File: src/rtl/id_ex_pipe.sv
// ID/EX pipeline register: flush/stall/bubble control and a saturating bubble counter.
// Define ID_EX_HAZARD_EN to enable load-use hazard detection and bubble insertion.
module id_ex_pipe #(
   parameter int unsigned SIZE  = 32,
   parameter int unsigned CTRLW = 16,
   parameter int unsigned CNTW  = 16
) (
   input  logic             clk,
   input  logic             reset,
   input  logic             valid_in,
   input  logic [SIZE-1:0]  nextPC_in,
   input  logic [SIZE-1:0]  busA_in,
   input  logic [SIZE-1:0]  busB_in,
   input  logic [SIZE-1:0]  imm_in,
   input  logic [SIZE-1:0]  memVal_in,
   input  logic [CTRLW-1:0] ctrl_in,
   input  logic             regWrite_in,
   input  logic             memToReg_in,
   input  logic [4:0]       rs1_in,
   input  logic [4:0]       rs2_in,
   input  logic [4:0]       rd_in,
   input  logic             usesRs2_in,
   input  logic             stall_in,
   input  logic             flush_in,
   input  logic             cnt_clr_in,
   output logic             valid_out,
   output logic             regWrite_out,
   output logic             memToReg_out,
   output logic [SIZE-1:0]  nextPC_out,
   output logic [SIZE-1:0]  busA_out,
   output logic [SIZE-1:0]  busB_out,
   output logic [SIZE-1:0]  imm_out,
   output logic [SIZE-1:0]  memVal_out,
   output logic [CTRLW-1:0] ctrl_out,
   output logic [4:0]       destReg_out,
   output logic             hazard_out,
   output logic [CNTW-1:0]  bubble_cnt_out
);

   localparam logic [CNTW-1:0] CNT_MAX = {CNTW{1'b1}};

   logic insertBubble;
   logic countBubble;

`ifdef ID_EX_HAZARD_EN
   // Load in EX whose destination feeds the instruction now in decode.
   assign hazard_out = valid_out & memToReg_out & (destReg_out != 5'd0) & valid_in &
                       ((destReg_out == rs1_in) | (usesRs2_in & (destReg_out == rs2_in))) &
                       ~flush_in;
`else
   logic unusedHazardIn;
   assign unusedHazardIn = ^{rs1_in, rs2_in, usesRs2_in};
   assign hazard_out     = 1'b0;
`endif

   always_comb begin
      insertBubble = 1'b0;
      countBubble  = 1'b0;
      insertBubble = flush_in | (~stall_in & hazard_out);
      countBubble  = insertBubble & (valid_out | valid_in) & (bubble_cnt_out != CNT_MAX);
   end

   // Pipeline payload: flush > stall > hazard bubble > load.
   always_ff @(posedge clk or negedge reset) begin
      if (!reset) begin
         valid_out    <= 1'b0;
         regWrite_out <= 1'b0;
         memToReg_out <= 1'b0;
         nextPC_out   <= '0;
         busA_out     <= '0;
         busB_out     <= '0;
         imm_out      <= '0;
         memVal_out   <= '0;
         ctrl_out     <= '0;
         destReg_out  <= '0;
      end else if (insertBubble) begin
         valid_out    <= 1'b0;
         regWrite_out <= 1'b0;
         memToReg_out <= 1'b0;
         nextPC_out   <= '0;
         busA_out     <= '0;
         busB_out     <= '0;
         imm_out      <= '0;
         memVal_out   <= '0;
         ctrl_out     <= '0;
         destReg_out  <= '0;
      end else if (!stall_in) begin
         valid_out    <= valid_in;
         regWrite_out <= regWrite_in & valid_in;
         memToReg_out <= memToReg_in & valid_in;
         nextPC_out   <= nextPC_in;
         busA_out     <= busA_in;
         busB_out     <= busB_in;
         imm_out      <= imm_in;
         memVal_out   <= memVal_in;
         ctrl_out     <= ctrl_in;
         destReg_out  <= rd_in;
      end
   end

   // Bubble counter saturates; clear wins over increment.
   always_ff @(posedge clk or negedge reset) begin
      if (!reset) begin
         bubble_cnt_out <= '0;
      end else if (cnt_clr_in) begin
         bubble_cnt_out <= '0;
      end else if (countBubble) begin
         bubble_cnt_out <= bubble_cnt_out + CNTW'(1);
      end
   end

endmodule

File: config.mk
export PLATFORM = sky130hd
export DESIGN_NAME = id_ex_pipe
export DESIGN_NICKNAME = d
export VERILOG_FILES = /design/src/rtl/id_ex_pipe.sv
export SDC_FILE = /design/constraint.sdc
export NUM_CORES = 1
export LEC_CHECK = 0
export CAP_MARGIN = 10
export CORE_MARGIN = 5
export CORE_UTILIZATION = 25
export DETAILED_ROUTE_END_ITERATION = 12
export PLACE_DENSITY_LB_ADDON = 0.3
export SLEW_MARGIN = 15
export SYNTH_ARGS = -nofsm -noshare
export SYNTH_HDL_FRONTEND = slang
export SYNTH_SLANG_ARGS = --single-unit
File: constraint.sdc
create_clock -name clk -period 1.46 [get_ports clk]
set_input_delay 0.292 -clock clk [delete_from_list [all_inputs] [get_ports clk]]
set_output_delay 0.292 -clock clk [all_outputs]
set_load 0.05 [all_outputs]
==> results of run 1 <==
## placed cells by master (no fill, tap or decap), types with 4 or more instances in the layout
cell,synthesis,layout
a21oi_1,14,7
a21oi_2,0,7
buf_12,0,216
buf_4,1,46
buf_6,0,18
clkbuf_16,0,17
clkdlybuf4s50_1,0,185
dfrtp_1,200,183
dfrtp_2,0,17
mux2i_1,181,181
nor2_1,189,188
nor2b_1,4,4
o31ai_1,6,5
or3_4,0,4
or4_1,6,4
## synth_stat cells (2+ instances only)
library cell,count
a21oi_1,14
a22oi_1,2
buf_2,19
clkbuf_1,25
dfrtp_1,200
inv_1,3
mux2_2,2
mux2i_1,181
nand2_1,4
nand3_1,3
nand4_1,3
nor2_1,189
nor2b_1,4
nor4_1,3
o21ai_0,7
o31ai_1,6
or3_1,2
or3_2,2
or4_1,6
## state kept, by name (all words and copies together) (netlist names)
name,flops
bubble_cnt_out,16
busA_out,32
busB_out,32
ctrl_out,16
destReg_out,5
imm_out,32
memToReg_out,1
memVal_out,32
nextPC_out,32
regWrite_out,1
valid_out,1
## per-stage QoR
| step | area, um2 | worst slack [ns] | TNS [ns] | hold WS (ns) |
|---|---|---|---|---|
| final | 16200 | -0.133 | -1.49 | 0.337 |
| after global routing | 16200 | -0.204 | -3.03 | 0.326 |
| after CTS | 16100 | -0.103 | -1.18 | 0.306 |
| after detailed placement | 15200 | -0.484 | -5.46 | 0.275 |
| after global placement | 15200 | -0.424 | -4.90 | 0.270 |
| after floorplan | 8320 | -0.292 | -2.86 | -0.00359 |
## layer usage
layer  part of all wire, %  up-vias  global-route usage (%)  wire length [um]
li1                      -     3222                       -                 -
met1                    38     3336                    17.0             10900
met2                    48      300                    25.4             13900
met3                    12       32                    7.91              3450
met4                   1.9        0                    5.36               561
met5                     0        -                       0                 0
## worst paths after layout
path	end	slack (ns)	from
setup / recovery	bubble_cnt_out[14]$_DFFE_PN0P_	-0.13	bubble_cnt_out[0]$_DFFE_PN0P_
hold / removal	memVal_out[3]$_DFFE_PN0P_	0.34	stall_in
setup reg to reg	bubble_cnt_out[14]$_DFFE_PN0P_	-0.13	bubble_cnt_out[0]$_DFFE_PN0P_
hold reg to reg	memVal_out[26]$_DFFE_PN0P_	0.59	memVal_out[26]$_DFFE_PN0P_
max in group asynchronous	bubble_cnt_out[12]$_DFFE_PN0P_	0.54	reset
min in group asynchronous	nextPC_out[10]$_DFFE_PN0P_	0.38	reset
## layout make-up
type                            count  share of cell area, %
Multi-Input combinational cell    445                   19.9
Sequential cell                   200                   31.1
Clock buffer                       20                   2.82
Clock inverter                     11                  0.905
Timing Repair Buffer              468                   41.8
Inverter                            3                 0.0696
Tap cell                          442                   3.42
## worst register-to-register path: cells and delay by family, from the launching register on
kind / cells / cell delay, ns
AO/OA/AOI/OAI: 3 / 0.46
adder cells (fa/ha/maj): 1 / 0.17
flip-flops: 1 / 0.41
AND/OR/NAND/NOR: 1 / 0.48
## report_power, final
part	internal, mW	switching [mW]
Clock	2.79	2.21
Combinational	1.95	1.86
Sequential	5.83	0.323
Total	10.6	4.40
## cells by family (layout without fill, tap and decap cells)
logic type	Yosys count	in the layout	share of synthesized area, %
simple gates	227	227	12.1
flops	200	200	60.5
mux	184	184	22.3
buf+inv	48	502	2.51
compound gates	32	32	2.42
fa+ha+maj	1	1	0.151
other cells	1	1	0.0453
## timing repair
item / CTS / global route
endpoints found under the hold margin: 27 / 0
resized for setup: 29 / 24
hold buffers: 1 / 0
buffers inserted: 12 / 8
cloned: 0 / 0
setup endpoints to repair: 32 / 31
pin swaps: 16 / 9
==> results.cfg, run 1 <==
[synth]
synth_top_area_share_pct = 60.5
yosys-top-cells-area = dfrtp_1 (60%), mux2i_1 (22%), nor2_1 (8.6%), buf_2 (1.1%), clkbuf_1 (1.1%)
syn-cell-area_um2 = 8270
ys_ff_latch = 200
yosys_warnings = 0
syn-instance-count = 693
syn_area_per_cell_um2 = 11.9
synth_edf_count = 0
synth_fp_nets = 894
synthArstFlopShare_pct = 100
yosysUniqueCellTypes = 37
ys_seq_area_share_pct = 60.5
synth_flop_cell = dfrtp_1
synth_largest_area_cell = dfrtp_1

[global_routing]
grt_pass1_wl_um = 43400
grt_pass1_vias = 7404
antenna_found_initial = 0
grt-ovfl-total = 0
grt_max_degree = 108
grt_usage_pct = 15.3

[layout]
nFillCells = 2834
areaGrowthSynthToFinish_pct = 95.6
multi_input_area_um2 = 3230
drive_above_1_share_pct = 31.6
fin_util_pct = 49.6
n_antenna_cell = 0
seq_area_um2 = 5030
stdcell_count = 1589
layout.nets = 1336

[timing]
fmax_ghz = 0.628
final.setup_skew_ns = 0.00494
finalSetupViolations = 19
rsz0062_at_grt = true
fin_crit_sh_pct = 109
slew-limit-headroom_pct = 62.2
worst_pin_slew_ns = 0.568
drv_slew = 0
finalHoldViolCount = 0
fin_crit_ns = 1.59
fin_ws_ns = -0.133

[critical_path]
crit_family = simple AND/OR/NAND/NOR gates
slowest_stage = or4_1
cp_max_fo = 4
path_depth = 5
crit_buf_inv = 0
critPathMaxStageDelay_ns = 0.48
path_class = reg -> reg
cp-end-kind = register
critPathLaunchType = register
worstRegToRegCells = 5
worstPathArrival_ns = 1.96
cp.required_ns = 1.83
path_cells = ha_4 > o2111a_1 > o41ai_4 > or4_1 > a21oi_1

[placed_design]
io_buffers = 388
hpwl_um = 21400
place.gp.congestion = 0.786
dp.cells = 1539

[route]
drc_errors = 0
drtAntennaViolNets = 0
first_pass_iters = 4
drt-vias-per-instance = 4.34
vias = 6890
drtIter0Drc = 238
avgRoutedWirePerCell_um = 18.1
wl_um = 28800

[power_and_ir_drop]
p_leak_nw = 7.47
ir_worst_vdd_v = 0.000701
power_mw = 15.0
power_density_nw_per_um2 = 925

[floorplanning]
die-width_um = 192
core_area_um2 = 32600
die_h_um = 192
ioPinCount = 401
initial_core_util_pct = 25.4
core.rowCount = 66
die_area_um2 = 36800

[hold_path]
holdCritPathClass = in -> reg
holdPathStages = 3

[clock_tree]
htree_levels = 4
cts_buffers = 17
clk_pin_slew_ns = 0.07
worst_skew_pair.late_latency_ns = 0.44
clockBufferDepth = 2
cts_tree = built
cts_num_sinks = 200
clock-root-buffer = clkbuf_16

[outcome]
violations = negative setup slack
status = finished with violations

[run]
drv_cap = 0
Power figures use the tool's default switching activity.
==> run 2, diff against run 1 <==
--- a/config.mk
+++ b/config.mk
@@ -6,9 +6,9 @@
 export NUM_CORES = 1
 export LEC_CHECK = 0
 export CAP_MARGIN = 10
-export CORE_MARGIN = 5
-export CORE_UTILIZATION = 25
+export CORE_AREA = 5 5 153 155
 export DETAILED_ROUTE_END_ITERATION = 12
+export DIE_AREA = 0 0 158 160
 export PLACE_DENSITY_LB_ADDON = 0.3
 export SLEW_MARGIN = 15
 export SYNTH_ARGS = -nofsm -noshare
==> constraint.sdc (replaced) <==
create_clock -name clk -period 1.8 [get_ports clk]
set_input_delay 0.36 -clock clk [delete_from_list [all_inputs] [get_ports clk]]
set_output_delay 0.36 -clock clk [all_outputs]
set_load 0.05 [all_outputs]
==> run 2 against run 1 <==
  * The flow now finishes without violations
  * Via count is 4.8% lower
  * First-iteration DRC count is 40% higher
  * Power decreased by 26%
  * Sequential power is 21% lower
  * Worst hold slack improved by 0.080 ns
  * Clock skew rose by 0.0087 ns
  * Routed wire length fell by 11%
  * Global-route usage rose by 4.5 points
  * Combinational power fell by 36%
  * Final cell count decreased by 13%
  * Largest cell class is now flip-flops and latches
  * Largest power group unchanged
==> results.cfg, run 2 (synthesis results as in run 1) <==
[clock_tree]
cts_num_sinks = 200
htree_levels = 4
clockBufferDepth = 2
cts_tree = built
cts_resized = 0
worst_skew_pair.late_latency_ns = 0.42
clock-root-buffer = clkbuf_16
clk_pin_slew_ns = 0.07
cts_setup_buffers = 0
cts_buffers = 17

[floorplanning]
die_h_um = 160
initial_core_util_pct = 38.1
ioPinCount = 401
core_area_um2 = 21700
core.rowCount = 54
die_area_um2 = 25300
die-width_um = 158

[placed_design]
placed_cell_area_um2 = 12200
hpwl_um = 19200
io_buffers = 388
dp.cells = 1345
place.gp.congestion = 0.794

[layout]
final_cell_mix = buf_4 (217), nor2_1 (189), dfrtp_1 (186), clkdlybuf4s50_1 (185), mux2i_1 (181)
drive_above_1_share_pct = 26.2
fin_area_um2 = 12800
final_common_cell = buf_4
areaGrowthSynthToFinish_pct = 54.7
stdcell_count = 1378
layout.nets = 1286
n_antenna_cell = 0

[timing]
finalHoldViolCount = 0
fmax_ghz = 0.576
final.setup_skew_ns = 0.0137
slew-limit-headroom_pct = 39.9
fin_crit_ns = 1.73
rsz0062_at_grt = true
finalSetupViolations = 0
fin_crit_sh_pct = 96.4
worst_pin_slew_ns = 0.902
drv_slew = 0
fin_hold_ws_ns = 0.417

[outcome]
status = completed

[global_routing]
grt_usage_pct = 19.8
grt_pass1_wl_um = 39200
antenna_found_initial = 0
grt-ovfl-total = 0
grt_pass1_vias = 6954
grt_max_degree = 185

[hold_path]
holdCritPathClass = in -> reg

[critical_path]
cp_max_fo = 5
cp-end-kind = register
path_class = reg -> reg
critPathLaunchType = register
worstPathArrival_ns = 2.03
cp.required_ns = 2.09

[run]
drv_cap = 0

[route]
drc_errors = 0
avgRoutedWirePerCell_um = 18.5
first_pass_iters = 4
drt-vias-per-instance = 4.76
vias = 6559
drtAntennaViolNets = 0
wl_um = 25600
drtIter0Drc = 333

[power_and_ir_drop]
power_mw = 11.1
ir_worst_vdd_v = 0.000551
p_leak_nw = 6.50
power_density_nw_per_um2 = 864
[run 2: layer usage]
metal  vias to the layer above  track usage, %  part of all wire (%)
li1                       3129               -                     -
met1                      3141            23.4                    38
met2                       266            33.7                    49
met3                        23            7.85                    11
met4                         0            4.73                   1.5
met5                         -               0                     0
[run 2: what timing repair did]
item	4_1_cts	5_1_grt
setup endpoints to repair	0	2
hold buffers	1	0
hold endpoints to repair	43	0
[run 2: path summary, 6_finish.rpt]
kind / from / to / slack [ns] / cells past startpoint
worst max-delay path: bubble_cnt_out[0]$_DFFE_PN0P_ / bubble_cnt_out[10]$_DFFE_PN0P_ / 0.07 / 5
worst min-delay path: stall_in / valid_out$_DFFE_PN0P_ / 0.42 / 3
worst max register to register: bubble_cnt_out[0]$_DFFE_PN0P_ / bubble_cnt_out[10]$_DFFE_PN0P_ / 0.07 / 5
worst min register to register: memVal_out[25]$_DFFE_PN0P_ / memVal_out[25]$_DFFE_PN0P_ / 0.52 / 2
max in group asynchronous: reset / ctrl_out[3]$_DFFE_PN0P_ / 0.73 / 3
min in group asynchronous: reset / busA_out[23]$_DFFE_PN0P_ / 0.47 / 2
[run 2: power breakdown]
group	leakage (nW)	switching (mW)	internal [mW]
sequential	2.64	0.139	4.72
combinational	3.58	1.47	0.970
clock	0.274	1.81	1.94
[run 2: area by class of cell]
type	instances	area [um2]
Clock buffer	21	470
Fill cell	1839	8890
Timing Repair Buffer	418	3770
Clock inverter	11	103
Multi-Input combinational cell	445	3070
Inverter	3	11.3
Tap cell	280	350
Sequential cell	200	5020
[run 2: worst max-delay path: stages, from the launching register on]
cell and delay [ns]:
dfrtp_2 0.41, ha_4 0.16, nand3_1 0.16, or2_1 0.29
nor4_1 0.23, mux2_2 0.37
[run 2: metrics by stage]
| stage | setup WS, ns | TNS (ns) | utilization, % |
|---|---|---|---|
| floorplan | -0.0151 | -0.0303 | - |
| global placement | -0.186 | -1.36 | 56.3 |
| detailed placement | -0.213 | -1.70 | 56.3 |
| CTS | 0.0564 | 0 | 59.0 |
| global route | -0.0285 | -0.0495 | 59.0 |
| finish | 0.0652 | 0 | 59.0 |
==> run 3, diff against run 2 <==
==> constraint.sdc (replaced) <==
create_clock -name clk -period 1.7 [get_ports clk]
set_input_delay 0.34 -clock clk [delete_from_list [all_inputs] [get_ports clk]]
set_output_delay 0.34 -clock clk [all_outputs]
set_load 0.05 [all_outputs]
==> run 3 against run 2 <==
  * Flip-flop and latch count unchanged
  * Via count increased by 1.5%
  * Sequential share of layout area decreased by 0.26 points
  * Clock power increased by 3%
  * Power increased by 4.7%
  * First-iteration DRC count decreased by 2.1%
  * Largest cell class unchanged
  * Register-to-register slack got worse by 0.02 ns
  * Final cell count increased by 0.22%
  * Critical path type unchanged
  * Routed wire length decreased by 2.1%
  * Fmax increased by 4.6%
  * Critical path depth unchanged
==> results.cfg, run 3 (synthesis results as in run 1) <==
[route]
drtAntennaViolNets = 0
vias = 6658
drt-vias-per-instance = 4.82
first_pass_iters = 4
wl_um = 25000
drc_errors = 0
avgRoutedWirePerCell_um = 18.1
drtIter0Drc = 326

[layout]
areaGrowthSynthToFinish_pct = 55.9
layout.nets = 1291
final_common_cell = buf_4
fin_area_um2 = 12900
drive_above_1_share_pct = 27.5
final_cell_mix = buf_4 (221), nor2_1 (188), clkdlybuf4s50_1 (185), dfrtp_1 (183), mux2i_1 (181)
stdcell_count = 1381
n_antenna_cell = 0
nFillCells = 1843

[clock_tree]
worst_skew_pair.late_latency_ns = 0.42
cts_buffers = 17
htree_levels = 4
clockBufferDepth = 2
clock-root-buffer = clkbuf_16
clk_pin_slew_ns = 0.08
cts_num_sinks = 200
cts_tree = built

[critical_path]
cp.required_ns = 2.03
cp_max_fo = 5
critPathLaunchType = register
path_class = reg -> reg
reg2reg_slack_ns = 0.04
worstPathArrival_ns = 1.99
cp-end-kind = register

[floorplanning]
die_area_um2 = 25300
core_area_um2 = 21700
initial_core_util_pct = 38.1
die-width_um = 158
core.rowCount = 54
ioPinCount = 401
die_h_um = 160

[power_and_ir_drop]
p_clk_share_pct = 33.2
switching_share_pct = 31.4
p_switching_mw = 3.64
p_int_mw = 7.94
seq_power_share_pct = 44.5
power_density_nw_per_um2 = 898
p_comb_share_pct = 22.3
power_mw = 11.6
ir_worst_vdd_v = 0.000557
p_leak_nw = 6.52

[timing]
fin_crit_ns = 1.66
tns_ns = 0
fin_hold_ws_ns = 0.305
drv_slew = 0
slew-limit-headroom_pct = 27.4
finalHoldViolCount = 0
finalSetupViolations = 0
worst_pin_slew_ns = 1.09
final.setup_skew_ns = 0.0130
rsz0062_at_grt = true
fmax_ghz = 0.603
fin_crit_sh_pct = 97.6

[placed_design]
placed_cell_area_um2 = 12300
dp.cells = 1348
hpwl_um = 18400
io_buffers = 388
place.gp.congestion = 0.790

[hold_path]
holdCritPathClass = in -> reg

[global_routing]
grt_pass1_vias = 6946
grt_pass1_wl_um = 38500
grt-ovfl-total = 0
grt_usage_pct = 19.3
grt_max_degree = 185
antenna_found_initial = 0

[outcome]
status = completed

[run]
drv_cap = 0
==> run 3: cell count changes in the layout (fill, tap and decap cells not counted), moves of 2 or more <==
cell and delta:
clkbuf_8 -3, a21oi_2 +2, a21oi_1 -2, buf_4 +4
nor4_2 +3, dfrtp_1 -3, dfrtp_2 +3, nor4_1 -3
buf_12 +2
==> run 3: layout make-up <==
type | count | area (um2) | share of cell area [%]
flip-flops and latches | 200 | 5030 | 39.0
well taps | 280 | 350 | 2.72
inverters | 3 | 11.3 | 0.0873
multi-input cells | 445 | 3140 | 24.3
clock buffers | 17 | 425 | 3.30
clock inverters | 13 | 116 | 0.902
repair buffers | 423 | 3830 | 29.7
==> run 3: worst paths after layout <==
path                                          startpoint  cells past startpoint                        endpoint
max in group asynchronous                          reset                      3       memVal_out[6]$_DFFE_PN0P_
hold / removal                                  stall_in                      3           valid_out$_DFFE_PN0P_
setup / recovery           bubble_cnt_out[0]$_DFFE_PN0P_                      5  bubble_cnt_out[14]$_DFFE_PN0P_
setup reg to reg           bubble_cnt_out[0]$_DFFE_PN0P_                      5  bubble_cnt_out[14]$_DFFE_PN0P_
hold reg to reg                  ctrl_out[9]$_DFFE_PN0P_                      2         ctrl_out[9]$_DFFE_PN0P_
min in group asynchronous                          reset                      2        busB_out[29]$_DFFE_PN0P_
==> run 3: what timing repair did <==
action | CTS | global route
setup buffers | 0 | 2
pin swaps | 0 | 4
endpoints found under the hold margin | 34 | 0
hold buffers | 1 | 0
gates resized for setup | 1 | 9
setup endpoints to repair | 1 | 4
==> run 3: worst max-delay path: stages (launching register included) <==
cell      delay, ns
dfrtp_2        0.42
ha_4           0.17
o2111a_1       0.23
o41ai_4        0.11
or4_1          0.47
a21oi_1        0.16
==> run 3: power groups by stage <==
stage / registers (mW) / clock network (mW) / logic (mW)
floorplan: 6.11 / 0 / 0.546
global placement: 5.23 / 0 / 2.58
detailed placement: 5.24 / 0 / 2.61
CTS: 5.15 / 3.97 / 2.62
global route: 5.18 / 4.15 / 2.73
finish: 5.15 / 3.85 / 2.59
==> run 3: per-layer routing <==
layer	vias up	track usage, %	share of wire, %
li1	3137	-	-
met1	3223	22.8	38
met2	264	32.6	50
met3	34	6.98	9.7
met4	0	6.28	2.4
met5	-	0	0
==> run 3: metrics by stage <==
| step | worst slack (ns) | utilization, % |
|---|---|---|
| finish | 0.0411 | 59.5 |
| global placement | -0.202 | 56.6 |
| CTS | 0.00976 | 59.2 |
| global route | -0.0412 | 59.5 |
| detailed placement | -0.252 | 56.6 |
| floorplan | -0.0517 | - |
